File: config.mk
export PLATFORM = sky130hd
export DESIGN_NAME = fwd_hazard_unit
export DESIGN_NICKNAME = d
export VERILOG_FILES = /design/src/rtl/fwd_hazard_unit.sv
export SDC_FILE = /design/constraint.sdc
export NUM_CORES = 1
export LEC_CHECK = 0
export ABC_AREA = 1
export BUFFER_PORTS_ARGS = -buffer_cell sky130_fd_sc_hd__buf_4
export CORE_UTILIZATION = 29
export DETAILED_ROUTE_END_ITERATION = 16
export MAX_ROUTING_LAYER = met4
export PLACE_DENSITY_LB_ADDON = 0.1
export SYNTH_ARGS = -nofsm -noshare
export SYNTH_HDL_FRONTEND = slang
export SYNTH_SLANG_ARGS = --single-unit
File: constraint.sdc
create_clock -name clk -period 4.5 [get_ports clk]
set_clock_uncertainty 0.15 [all_clocks]
set_input_delay 0.9 -clock clk [delete_from_list [all_inputs] [get_ports clk]]
set_output_delay 0.9 -clock clk [all_outputs]
set_load 0.01 [all_outputs]
File: src/rtl/fwd_hazard_unit.sv
// Forwarding and load-use hazard unit: shadows the EX/MEM/WB destination fields and drives EX bypass selects and the fetch/decode stall.
// Latency: stall is combinational from the decode slot plus registered shadow state; fwd_sel is combinational from registered state only.
// Backpressure: a load-use hazard holds PC and IF/ID for LOAD_STALL cycles with bubbles into EX; flush overrides any stall.
module fwd_hazard_unit #(
  parameter int ADDR_W     = 5,
  parameter int NPORTS     = 2,
  parameter int LOAD_STALL = 1,
  parameter int CNT_W      = 16
) (
  input  logic                     clk,
  input  logic                     arst,
  input  logic                     id_valid,
  input  logic [NPORTS*ADDR_W-1:0] id_rs,
  input  logic [NPORTS-1:0]        id_rs_used,
  input  logic [ADDR_W-1:0]        id_rd,
  input  logic                     id_regwrite,
  input  logic                     id_memread,
  input  logic                     flush,
  output logic                     stall,
  output logic [NPORTS*2-1:0]      fwd_sel,
  output logic [CNT_W-1:0]         stall_count
);

  // Wide enough to hold LOAD_STALL-1 for the WAIT countdown.
  localparam int CW = (LOAD_STALL > 1) ? $clog2(LOAD_STALL + 1) : 1;

  localparam logic [1:0] SEL_RF  = 2'b00;
  localparam logic [1:0] SEL_MEM = 2'b10;
  localparam logic [1:0] SEL_WB  = 2'b01;

  // EX needs the source fields for bypass selection and memread for load-use detection.
  typedef struct packed {
    logic                     valid;
    logic [ADDR_W-1:0]        rd;
    logic                     regwrite;
    logic                     memread;
    logic [NPORTS*ADDR_W-1:0] rs;
    logic [NPORTS-1:0]        rs_used;
  } ex_ent_t;

  // Later stages only matter as producers.
  typedef struct packed {
    logic              valid;
    logic [ADDR_W-1:0] rd;
    logic              regwrite;
  } dst_ent_t;

  typedef enum logic {
    S_RUN  = 1'b0,
    S_WAIT = 1'b1
  } state_t;

  ex_ent_t  ex_q,  ex_d;
  dst_ent_t mem_q, mem_d;
  dst_ent_t wb_q,  wb_d;

  state_t          state_q, state_d;
  logic [CW-1:0]   cnt_q,   cnt_d;
  logic [CNT_W-1:0] stall_count_q, stall_count_d;

  logic rs_hit;
  logic load_use;
  logic stall_int;

  // Load-use: the instruction in EX is a load whose destination is read by the decode slot.
  always_comb begin
    rs_hit = 1'b0;
    for (int i = 0; i < NPORTS; i++) begin
      if (id_rs_used[i] && (id_rs[i*ADDR_W +: ADDR_W] == ex_q.rd)) begin
        rs_hit = 1'b1;
      end
    end
    load_use = id_valid && ex_q.valid && ex_q.memread && ex_q.regwrite &&
               (ex_q.rd != '0) && rs_hit;
  end

  // Stall FSM: RUN raises the first bubble; WAIT covers the remaining LOAD_STALL-1. Flush always wins.
  always_comb begin
    state_d   = state_q;
    cnt_d     = cnt_q;
    stall_int = 1'b0;
    case (state_q)
      S_RUN: begin
        stall_int = load_use && !flush;
        if (stall_int && (LOAD_STALL > 1)) begin
          state_d = S_WAIT;
          cnt_d   = CW'(LOAD_STALL - 1);
        end
      end
      S_WAIT: begin
        if (flush) begin
          state_d = S_RUN;
          cnt_d   = '0;
        end else begin
          stall_int = 1'b1;
          cnt_d     = cnt_q - CW'(1);
          if (cnt_q == CW'(1)) begin
            state_d = S_RUN;
          end
        end
      end
      default: begin
        state_d = S_RUN;
        cnt_d   = '0;
      end
    endcase
  end

  // Shadow pipeline advance: decode enters EX unless stalled or flushed, in which case EX takes a cleared bubble.
  always_comb begin
    ex_d = '0;
    if (id_valid && !stall_int && !flush) begin
      ex_d.valid    = 1'b1;
      ex_d.rd       = id_rd;
      ex_d.regwrite = id_regwrite;
      ex_d.memread  = id_memread;
      ex_d.rs       = id_rs;
      ex_d.rs_used  = id_rs_used;
    end
    mem_d.valid    = ex_q.valid;
    mem_d.rd       = ex_q.rd;
    mem_d.regwrite = ex_q.regwrite;
    wb_d           = mem_q;
  end

  // Stall counter saturates at all-ones rather than wrapping.
  always_comb begin
    stall_count_d = stall_count_q;
    if (stall_int && (stall_count_q != {CNT_W{1'b1}})) begin
      stall_count_d = stall_count_q + CNT_W'(1);
    end
  end

  // All state registers share one async reset so arst empties the pipe and parks the FSM at once.
  always_ff @(posedge clk or posedge arst) begin
    if (arst) begin
      ex_q          <= '0;
      mem_q         <= '0;
      wb_q          <= '0;
      state_q       <= S_RUN;
      cnt_q         <= '0;
      stall_count_q <= '0;
    end else begin
      ex_q          <= ex_d;
      mem_q         <= mem_d;
      wb_q          <= wb_d;
      state_q       <= state_d;
      cnt_q         <= cnt_d;
      stall_count_q <= stall_count_d;
    end
  end

  // Bypass select per EX operand from registered state only; the nearer producer (EX/MEM) wins and r0 never forwards.
  always_comb begin
    fwd_sel = '0;
    for (int i = 0; i < NPORTS; i++) begin
      if (ex_q.rs_used[i] && mem_q.valid && mem_q.regwrite && (mem_q.rd != '0) &&
          (mem_q.rd == ex_q.rs[i*ADDR_W +: ADDR_W])) begin
        fwd_sel[i*2 +: 2] = SEL_MEM;
      end else if (ex_q.rs_used[i] && wb_q.valid && wb_q.regwrite && (wb_q.rd != '0) &&
                   (wb_q.rd == ex_q.rs[i*ADDR_W +: ADDR_W])) begin
        fwd_sel[i*2 +: 2] = SEL_WB;
      end else begin
        fwd_sel[i*2 +: 2] = SEL_RF;
      end
    end
  end

  assign stall       = stall_int;
  assign stall_count = stall_count_q;

endmodule

======== Word level (Yosys, flattened, before mapping) ========
Cells that the tools add are included.
operators by class
  add/sub/neg operators ................... 2
  multipliers ............................. 0
  divide/modulo/power cells ............... 0
  $lt $le $gt $ge ......................... 0
  equality and inequality tests ........... 7
  shift-type cells ........................ 0
  muxes and demuxes ....................... 13
  bitwise gates (word level) .............. 1
  reduce and logical (&&, ||, !) cells .... 32
operators with widths
  cell                     count
  $eq A5 B5 Y1             6
  $logic_and A1 B1 Y1      27
  $mux W20                 1
  $add A16 B1 Y16 const B  1
  $ne A16 B16 Y1 const B   1
  $reduce_bool A5 Y1       3
  $mux W1                  9
  $mux W2                  2
  $logic_not A1 Y1         2
  $pmux W1 S2              1
  $not A1 Y1               1
  $sub A1 B1 Y1 const B    1
storage, ports and cells
  flip-flop bits (word level) ............. 52
  bits in latches ......................... 0
  RAM bits ................................ 0
  bits in read-only memories .............. 0
  bits of input ports ..................... 23
  output and inout bits ................... 21
  word-level logic and storage cells ...... 70
  memories ................................ 0

======== Depth between registers and ports, before layout ========
Gate-level depths: netlist of the first run.
  depth in word-level cells ............... 11
  depth in mapped cells ................... 12
  depth with buffers taken out ............ 11

======== Worst setup path after synthesis of the first run ========
Ideal clock, no wire load.
  kind .................................... input to output
  start point ............................. input id_rs[5]
  end point ............................... output stall
  arrival ................................. 1.733 ns
  data required time ...................... 3.450 ns
  path slack .............................. 1.717 ns
  stages on the path ...................... 9
  buffers on the path ..................... 1
  cells stage by stage .................... inv_1 > nand2_1 > nand2_1 > nor2_1 > nand3_1 > nand2_1 > nand2_1 > nand2_1 > buf_2
between the ends
  cells in the longest elaborated chain, start to end .. 6
ends and longest elaborated chain
  what                 RTL line  source
  start: declaration   13        input logic [NPORTS*ADDR_W-1:0] id_rs,
  $eq A5 B5 Y1         69        if (id_rs_used[i] && (id_rs[i*ADDR_W +: ADDR_W] == ex_q.rd)) begin
  $logic_and A1 B1 Y1  69
  $mux W1              69
  $logic_and A1 B1 Y1  74        (ex_q.rd != '0) && rs_hit;
  $logic_and A1 B1 Y1  84        stall_int = load_use && !flush;
  $pmux W1 S2          82        case (state_q)
  end: declaration     19        output logic stall,
No other way between the ends.

======== Worst setup path after layout of the first run ========
  start point ............................. input id_rs[0]
  end point ............................... output stall
between the ends
  cells in the longest elaborated chain, start to end .. 7
ends and longest elaborated chain
  what                   RTL line
  $eq A5 B5 Y1           69
  $logic_and A1 B1 Y1    69
  $mux W1 (2 in series)  69
  $logic_and A1 B1 Y1    74
  $logic_and A1 B1 Y1    84
  $pmux W1 S2            82
No other way between the ends.

==> results of run 1 <==
[stage by stage]
stage	setup slack, ns	util	hold slack, ns	area, um2	instances
final	1.498	0.3604	0.2360	3143	477
after global routing	1.339	0.3604	0.2570	3143	477
after CTS	1.441	0.3604	0.2417	3143	477
after detailed placement	1.450	0.3492	0.2131	3045	469
after global placement	1.433	0.3492	0.2160	3045	469
after floorplan	1.717	-	0.2033	2601	321
[power groups by stage]
stage	Clock [mW]	Sequential, mW	Combinational [mW]
after floorplan	0	0.496	0.0417
after global placement	0	0.500	0.0697
after detailed placement	0	0.500	0.0695
after CTS	0.292	0.491	0.0698
after global routing	0.313	0.493	0.0789
final	0.281	0.490	0.0674
[worst max-delay path, cell delays in order]
cell and delay [ns]:
sky130_fd_sc_hd__buf_4 0.10, sky130_fd_sc_hd__inv_1 0.07, sky130_fd_sc_hd__nor2_1 0.04, sky130_fd_sc_hd__nor2_1 0.15
sky130_fd_sc_hd__nand3_1 0.09, sky130_fd_sc_hd__nand2_1 0.07, sky130_fd_sc_hd__nand2_1 0.06, sky130_fd_sc_hd__nand2_1 0.05
sky130_fd_sc_hd__buf_4 0.23, sky130_fd_sc_hd__buf_4 0.16
[logic make-up (layout without fill, tap and decap cells)]
kind of cell	after synthesis	after routing	share of synthesized area
simple gates	188	188	0.3204
flops	52	52	0.5002
fa+ha+maj	1	1	0.004809
xor+xnor	26	26	0.08754
compound gates	6	6	0.01395
buf+inv	48	96	0.07311
[final cells by class]
type                    count  area (um2)
fillers                   921        5578
flip-flops and latches     52        1301
multi-input cells         221        1110
repair buffers             45       337.8
inverters                  43       161.4
well taps                 108       135.1
clock buffers               6       82.58
clock inverters             2       15.01
[worst max-delay path by stage]
| stage | to | start | cells after the start |
|---|---|---|---|
| 3_5_place_dp | stall | id_rs[0] | 10 |
| 6_report | stall | id_rs[0] | 10 |
| 5_1_grt | stall | id_rs[0] | 10 |
| 2_1_floorplan | stall | id_rs[5] | 9 |
| 3_3_place_gp | stall | id_rs[0] | 10 |
| 4_1_cts | stall | id_rs[0] | 10 |
[flip-flops by register name, summed over array words and instances, names as in the netlist]
signal	flops
wb_q	7
cnt_q	1
ex_q	20
mem_q	7
state_q	1
stall_count	16
[layout by cell type (no fill, tap or decap)]
cell type,instances
sky130_fd_sc_hd__nand2_1,91
sky130_fd_sc_hd__dfrtp_1,52
sky130_fd_sc_hd__nor2_1,45
sky130_fd_sc_hd__buf_4,45
sky130_fd_sc_hd__inv_1,42
sky130_fd_sc_hd__nand3_1,28
sky130_fd_sc_hd__xnor2_1,16
sky130_fd_sc_hd__xor2_1,10
sky130_fd_sc_hd__nand4_1,7
sky130_fd_sc_hd__nor3_1,6
sky130_fd_sc_hd__clkbuf_8,6
sky130_fd_sc_hd__nand3b_1,3
sky130_fd_sc_hd__a21oi_1,2
sky130_fd_sc_hd__o21ai_0,2
sky130_fd_sc_hd__clkinvlp_4,2
sky130_fd_sc_hd__nor3_4,1
sky130_fd_sc_hd__nand2_2,1
sky130_fd_sc_hd__nor2_4,1
sky130_fd_sc_hd__nand4_4,1
sky130_fd_sc_hd__nand2_4,1
sky130_fd_sc_hd__o21a_1,1
sky130_fd_sc_hd__o2111ai_1,1
sky130_fd_sc_hd__nor4_1,1
sky130_fd_sc_hd__inv_2,1
sky130_fd_sc_hd__or3_1,1
sky130_fd_sc_hd__nor3b_1,1
sky130_fd_sc_hd__ha_1,1
[metal layers]
layer	global-route usage	up-vias	share of wire
met4	0.03444	0	0.0083
met1	0.1908	948	0.53
met2	0.1988	33	0.44
met5	-	-	0
met3	0.02384	6	0.024
li1	-	1083	-
==> impl_metrics.ini, run 1 <==
[logic_synthesis]
synth.yosys.seq_area_share = 0.5002
mappedNetlistNets = 345
yosys_warnings = 0
synth.area.top_cells = sky130_fd_sc_hd__dfrtp_1, sky130_fd_sc_hd__nand2_1, sky130_fd_sc_hd__nor2_1, sky130_fd_sc_hd__inv_1, sky130_fd_sc_hd__nand3_1
yosysMostFrequentCell = sky130_fd_sc_hd__nand2_1
asyncSetResetFlopFracSynth = 1.000
synth_cells = 321
synth_top_cells_by_count = sky130_fd_sc_hd__nand2_1, sky130_fd_sc_hd__dfrtp_1, sky130_fd_sc_hd__nor2_1
ys_ff_latch = 52
synth-edff-count = 0
synth-main-ff-cell = sky130_fd_sc_hd__dfrtp_1
synth_largest_type_area_fraction = 0.5002
syn-cell-area_um2 = 2601
synthesis.area_per_instance_um2 = 8.104
yosys.cell_types.count = 26
synth_top_cell_by_area = sky130_fd_sc_hd__dfrtp_1

[timing]
setup-violations-final = 0
final_hold_viol_count = 0
grt_setup_unrepaired = no
final_min_period_over_clock_period = 0.6672
timing_worst_slew_pin_value_ns = 0.8126
timing.setup.tns_ns = 0
slew_headroom = 0.4566
count_of_final_max_slew_check_failures = 0
highest_achievable_clock_rate_ghz = 0.3331
timing.final.crit_period_ns = 3.002

[clock_tree]
total_clock_buffers_created_by_cts = 5
clockRootBuffer = sky130_fd_sc_hd__clkbuf_8
clkTransAtPathRegs_ns = 0.10
htree_num_levels = 2
number_of_buffers_inserted_by_hold_repair_at_cts = 0
post-cts-setup-buffers = 0
numClockSinks = 52
tritoncts = yes
clk_latency_ns = 0.30
cts_buffer_depth = 2
cts_repair_resize_count = 0

[critical_path]
cp-end-kind = output pin
reg2reg_slack_ns = 2.34
worst-r2r-cell-count = 9
regToRegStartpoint = stall_count[0]$_DFFE_PP0P_
critPathMaxFanout = 18
startpoint_type = input pin
critical_path_required_ns = 3.45
critPathArrivalTime_ns = 1.95
criticalPathCategory = input pin to output pin
rr_endpoint = stall_count[11]$_DFFE_PP0P_

[global_route]
maximum_number_of_pins_on_one_net_before_global_route_repair = 33
antenna_found_initial = 0
first_global_vias = 2029
global_route.usage.total = 0.1346
grt_pass1_wl_um = 9901
grt-ovfl-total = 0

[status]
outcome = complete, no violations

[power]
combinationalPowerShare = 0.080
power.share.switching = 0.2439
pwr_density_cell_nw_per_um2 = 266.9
reg_power_frac = 0.585
leak_pwr_nw = 1.653
power.total_mw = 0.8388
power.ir.vdd_worst_v = 0.0001224
switching_power_mw = 0.2046
power_report.internal_total_mw = 0.6342
power_frac_clock = 0.335

[detailed_routing]
drt-pass1-iter-count = 4
initialDrtViolationCount = 74
route.detailed.drc = 0
via_count = 2070
antenna_violating_nets_post_route = 0
totalWireLength_um = 5775
detail_route.vias_per_cell = 4.340
drt-wirelength-per-cell_um = 12.11

[min_path]
hold_end = wb_q[6]$_DFF_PP0_
critical_hold_path_startpoint = mem_q[6]$_DFF_PP0_
hp-class = register to register
hold-path-cell-count = 0

[flow_run]
drv_cap = 0

[floorplan]
fp-row-count = 34
io_pins = 44
die_area_um2 = 9353
core_area_um2 = 8721
floorplan.initialDensity = 0.2983
height_of_the_die_um = 96.71
chipWidth_um = 96.71

[placed_design]
io_buffers = 43
placer_congestion = 0.8015
hpwlAfterDp_um = 4376

[layout]
post_route_cells_drive_above_1_share = 0.1599
growth_of_design_area_from_synthesis_to_finish_pct = 20.83
layout.nets = 392
antenna-diode-count = 0
Power figures use the tool's default switching activity.
==> inputs of run 2 (changes only) <==
==> constraint.sdc (replaced) <==
create_clock -name clk -period 2.8 [get_ports clk]
set_clock_uncertainty 0.15 [all_clocks]
set_input_delay 0.56 -clock clk [delete_from_list [all_inputs] [get_ports clk]]
set_output_delay 0.56 -clock clk [all_outputs]
set_load 0.01 [all_outputs]
==> run 2 against run 1 <==
Against the previous run: non-clock buffer count rose by 2; sequential share of layout area fell by 0.18 points; hold slack got worse by 0.070 ns; utilization rose by 0.16 points; sequential power rose by 61%; critical path type is now register to output pin; critical endpoint is now fwd_sel[2].
==> impl_metrics.ini, run 2 (synthesis gave the netlist of run 1 again) <==
[flow_run]
drv_cap = 0

[placed_design]
dpl.cell_count = 471
placedInstanceArea_um2 = 3060
hpwlAfterDp_um = 4472
io_buffers = 43
placer_congestion = 0.8257

[layout]
finalNonFillerCells = 478
layout_commonest_cell = sky130_fd_sc_hd__nand2_1
layout.nets = 394
mostFrequentLayoutCells = sky130_fd_sc_hd__nand2_1, sky130_fd_sc_hd__dfrtp_1, sky130_fd_sc_hd__buf_4, sky130_fd_sc_hd__nor2_1, sky130_fd_sc_hd__inv_1
growth_of_design_area_from_synthesis_to_finish_pct = 21.36
largest_reg_flops = 20
final_core_utilization = 0.3620
post_route_cells_drive_above_1_share = 0.1622
largest_register = ex_q
antenna-diode-count = 0
design_area_um2 = 3157

[timing]
count_of_final_max_slew_check_failures = 0
slew_headroom = 0.6040
final_min_period_over_clock_period = 0.8082
timing.final.crit_period_ns = 2.263
grt_setup_unrepaired = no
timing_worst_slew_pin_value_ns = 0.5931
hold_ws_ns = 0.1656
final_hold_viol_count = 0
highest_achievable_clock_rate_ghz = 0.4419
timing.setup.tns_ns = 0
setup-violations-final = 0

[global_route]
antenna_found_initial = 0
grt_pass1_wl_um = 10150
maximum_number_of_pins_on_one_net_before_global_route_repair = 28
grt-ovfl-total = 0
global_route.usage.total = 0.1376
first_global_vias = 2035

[clock_tree]
clockRootBuffer = sky130_fd_sc_hd__clkbuf_8
cts_buffer_depth = 2
clk_latency_ns = 0.30
clkTransAtPathRegs_ns = 0.10
htree_num_levels = 2
tritoncts = yes
number_of_buffers_inserted_by_hold_repair_at_cts = 0
cts_repair_resize_count = 0
total_clock_buffers_created_by_cts = 5
post-cts-setup-buffers = 0
numClockSinks = 52

[detailed_routing]
drt-wirelength-per-cell_um = 12.21
antenna_violating_nets_post_route = 0
drt-pass1-iter-count = 6
initialDrtViolationCount = 72
via_count = 2066
route.detailed.drc = 0
detail_route.vias_per_cell = 4.322
totalWireLength_um = 5835

[power]
pwr_density_cell_nw_per_um2 = 431.1
power.ir.vdd_worst_v = 0.0002257
leak_pwr_nw = 1.669

[floorplan]
die_area_um2 = 9353
chipWidth_um = 96.71
floorplan.initialDensity = 0.2983
fp-row-count = 34
io_pins = 44
core_area_um2 = 8721
height_of_the_die_um = 96.71

[critical_path]
critPathArrivalTime_ns = 1.55
criticalPathCategory = register to output pin
startpoint_type = register
critPathTopFamily = simple AND/OR/NAND/NOR gates
critical_path_required_ns = 2.09
path_cells = nor3_1 > nand3_1 > nand3_1 > nor2_1 > nor3_1 > buf_4
max_stage_delay_ns = 0.44
cp-end-kind = output pin
cp_num_buf_inv = 1
critPathSlowestCell = sky130_fd_sc_hd__dfrtp_1
critPathMaxFanout = 4

[status]
outcome = complete, no violations

[min_path]
hp-class = input pin to async pin
-- run 2: final cells by class --
class	count	area, um2
fill	925	5564
clock buffer	7	96.34
multi-input combinational	221	1110
tap	108	135.1
sequential	52	1301
timing repair buffer	47	352.8
inverter	43	161.4
-- run 2: final timing paths --
| kind | startpoint | endpoint | slack, ns | cells after the start |
|---|---|---|---|---|
| worst max-delay path | mem_q[1]$_DFF_PP0_ | fwd_sel[2] | 0.54 | 6 |
| worst min-delay path | arst | stall_count[4]$_DFFE_PP0P_ | 0.17 | 2 |
| worst max register to register | stall_count[0]$_DFFE_PP0P_ | stall_count[13]$_DFFE_PP0P_ | 0.73 | 9 |
| worst min register to register | ex_q[13]$_DFF_PP0_ | mem_q[0]$_DFF_PP0_ | 0.23 | 0 |
| max in group asynchronous | arst | wb_q[4]$_DFF_PP0_ | 1.69 | 3 |
| min in group clk | ex_q[13]$_DFF_PP0_ | mem_q[0]$_DFF_PP0_ | 0.23 | 0 |
-- run 2: power breakdown --
group / leakage [nW] / switching (mW) / internal (mW) / total [mW]
sequential: 0.702 / 0.0189 / 0.770 / 0.789
clock: 0.0503 / 0.241 / 0.221 / 0.462
combinational: 0.917 / 0.0605 / 0.0505 / 0.111
-- run 2: through the flow --
step	power, mW	setup WS [ns]
after global routing	1.447	0.3402
after CTS	1.384	0.5008
after floorplan	0.8648	0.6973
after detailed placement	0.9177	0.6210
after global placement	0.9177	0.5989
final	1.361	0.5371
-- run 2: per-layer routing --
| layer | vias to the layer above | track usage | share of wire |
|---|---|---|---|
| li1 | 1087 | - | - |
| met1 | 937 | 0.1945 | 0.51 |
| met2 | 36 | 0.1993 | 0.45 |
| met3 | 6 | 0.03035 | 0.030 |
| met4 | 0 | 0.03559 | 0.012 |
| met5 | - | - | 0 |
==> inputs of run 3 (changes only) <==
==> constraint.sdc (replaced) <==
create_clock -name clk -period 2.3 [get_ports clk]
set_clock_uncertainty 0.15 [all_clocks]
set_input_delay 0.46 -clock clk [delete_from_list [all_inputs] [get_ports clk]]
set_output_delay 0.46 -clock clk [all_outputs]
set_load 0.01 [all_outputs]
==> run 3 against run 2 <==
Against the previous run: via count grew 1.4%; clock-buffer cell count shrank 2; first-iteration DRC count shrank 17%; combinational power grew 23%; hold slack lost 0.14 ns; cell count grew 0.21%; cell area grew 1.2%; worst setup slack lost 0.38 ns.
==> impl_metrics.ini, run 3 (synthesis gave the netlist of run 1 again) <==
[floorplan]
height_of_the_die_um = 96.71
io_pins = 44
fp-row-count = 34
floorplan.initialDensity = 0.2983
die_area_um2 = 9353
chipWidth_um = 96.71
core_area_um2 = 8721

[clock_tree]
numClockSinks = 52
tritoncts = yes
htree_num_levels = 2
number_of_buffers_inserted_by_hold_repair_at_cts = 0
clk_latency_ns = 0.30
cts_buffer_depth = 2
total_clock_buffers_created_by_cts = 5
clkTransAtPathRegs_ns = 0.10
clockRootBuffer = sky130_fd_sc_hd__clkbuf_8

[critical_path]
rr_endpoint = stall_count[10]$_DFFE_PP0P_
worst-r2r-cell-count = 9
critPathArrivalTime_ns = 1.53
max_stage_delay_ns = 0.45
criticalPathCategory = register to output pin
critPathSlowestCell = sky130_fd_sc_hd__dfrtp_1
path_cells = nor3_1 > nand3_1 > nand3_1 > nor2_1 > nor3_1 > buf_4
cp-end-kind = output pin
critical_path_required_ns = 1.69
reg2reg_slack_ns = 0.24
startpoint_type = register
critPathMaxFanout = 4
regToRegStartpoint = stall_count[0]$_DFFE_PP0P_

[global_route]
antenna_found_initial = 0
global_route.usage.total = 0.1359
grt-ovfl-total = 0
first_global_vias = 2004
maximum_number_of_pins_on_one_net_before_global_route_repair = 35
grt_pass1_wl_um = 9908

[detailed_routing]
totalWireLength_um = 5781
drt-wirelength-per-cell_um = 12.07
via_count = 2095
initialDrtViolationCount = 60
route.detailed.drc = 0
drt-pass1-iter-count = 5
antenna_violating_nets_post_route = 0
detail_route.vias_per_cell = 4.374

[placed_design]
hpwlAfterDp_um = 4415
dp_slack_ns = 0.1925
placer_congestion = 0.8428
io_buffers = 43

[timing]
count_of_final_max_slew_check_failures = 0
timing_worst_slew_pin_value_ns = 0.4729
grt_setup_unrepaired = no
slew_headroom = 0.6842
highest_achievable_clock_rate_ghz = 0.4667
setup-violations-final = 0
timing.final.crit_period_ns = 2.143
finalWorstSetupSlack_ns = 0.1575
final_min_period_over_clock_period = 0.9315
final_hold_viol_count = 0
timing.setup.tns_ns = 0

[layout]
layout.nets = 394
final_core_utilization = 0.3664
post_route_cells_drive_above_1_share = 0.1671
largest_reg_flops = 20
growth_of_design_area_from_synthesis_to_finish_pct = 22.85
layout_commonest_cell = sky130_fd_sc_hd__nand2_1
antenna-diode-count = 0
largest_register = ex_q
mostFrequentLayoutCells = sky130_fd_sc_hd__nand2_1, sky130_fd_sc_hd__dfrtp_1, sky130_fd_sc_hd__buf_4, sky130_fd_sc_hd__nor2_1, sky130_fd_sc_hd__inv_1

[power]
power.total_mw = 1.716
power.share.switching = 0.2298
combinationalPowerShare = 0.079
power.ir.vdd_worst_v = 0.0002727
power_frac_clock = 0.362
reg_power_frac = 0.559
leak_pwr_nw = 1.681
switching_power_mw = 0.3945
power_report.internal_total_mw = 1.322
pwr_density_cell_nw_per_um2 = 537.1

[status]
outcome = complete, no violations

[flow_run]
drv_cap = 0

[min_path]
hp-class = input pin to async pin
## run 3: timing repair
action / 4_1_cts / 5_1_grt
buffers inserted: 0 / 0
endpoints found under the setup margin: 0 / 3
gates resized for setup: 0 / 2
## run 3: worst max path at each step
stage,start,end,slack [ns],cells after the start
finish,mem_q[1]$_DFF_PP0_,fwd_sel[2],0.16,6
global route,ex_q[16]$_DFF_PP0_,stall,0.003,9
CTS,mem_q[1]$_DFF_PP0_,fwd_sel[0],0.1,6
detailed placement,stall_count[0]$_DFFE_PP0P_,stall_count[10]$_DFFE_PP0P_,0.19,9
global placement,stall_count[0]$_DFFE_PP0P_,stall_count[0]$_DFFE_PP0P_,0.26,9
floorplan,id_rs[5],stall,0.40,9
## run 3: cell type report
| class | instances | area (um2) |
|---|---|---|
| inverter | 43 | 161.4 |
| clock inverter | 3 | 42.54 |
| tap | 108 | 135.1 |
| sequential | 52 | 1301 |
| clock buffer | 5 | 68.82 |
| fill | 906 | 5525 |
| timing repair buffer | 47 | 365.4 |
| multi-input combinational | 221 | 1121 |
## run 3: per-stage QoR
step	area [um2]	instances	hold WS [ns]
detailed placement	3073	471	0.2123
CTS	3184	479	0.03041
global route	3196	479	0.04283
global placement	3073	471	0.2147
floorplan	2601	321	0.2033
finish	3196	479	0.02371
## run 3: layer usage
layer  global-route usage  share of wire  vias to the layer above
li1                     -              -                     1096
met2               0.1918           0.43                       46
met4              0.03789          0.012                        0
met1               0.1981           0.52                      948
met5                    -              0                        -
met3              0.02601          0.038                        5
## run 3: power groups by stage
| stage | Clock, mW | Combinational [mW] | Sequential, mW |
|---|---|---|---|
| after CTS | 0.658 | 0.139 | 0.960 |
| after floorplan | 0 | 0.0815 | 0.971 |
| after detailed placement | 0 | 0.139 | 0.978 |
| after global placement | 0 | 0.139 | 0.978 |
| after global routing | 0.691 | 0.157 | 0.964 |
| final | 0.621 | 0.136 | 0.960 |
## run 3: worst max-delay path: cells and delay by family (launching register included)
family | cells | cell delay, ns
simple gates | 5 | 0.63
flops | 1 | 0.45
buf+inv | 1 | 0.15
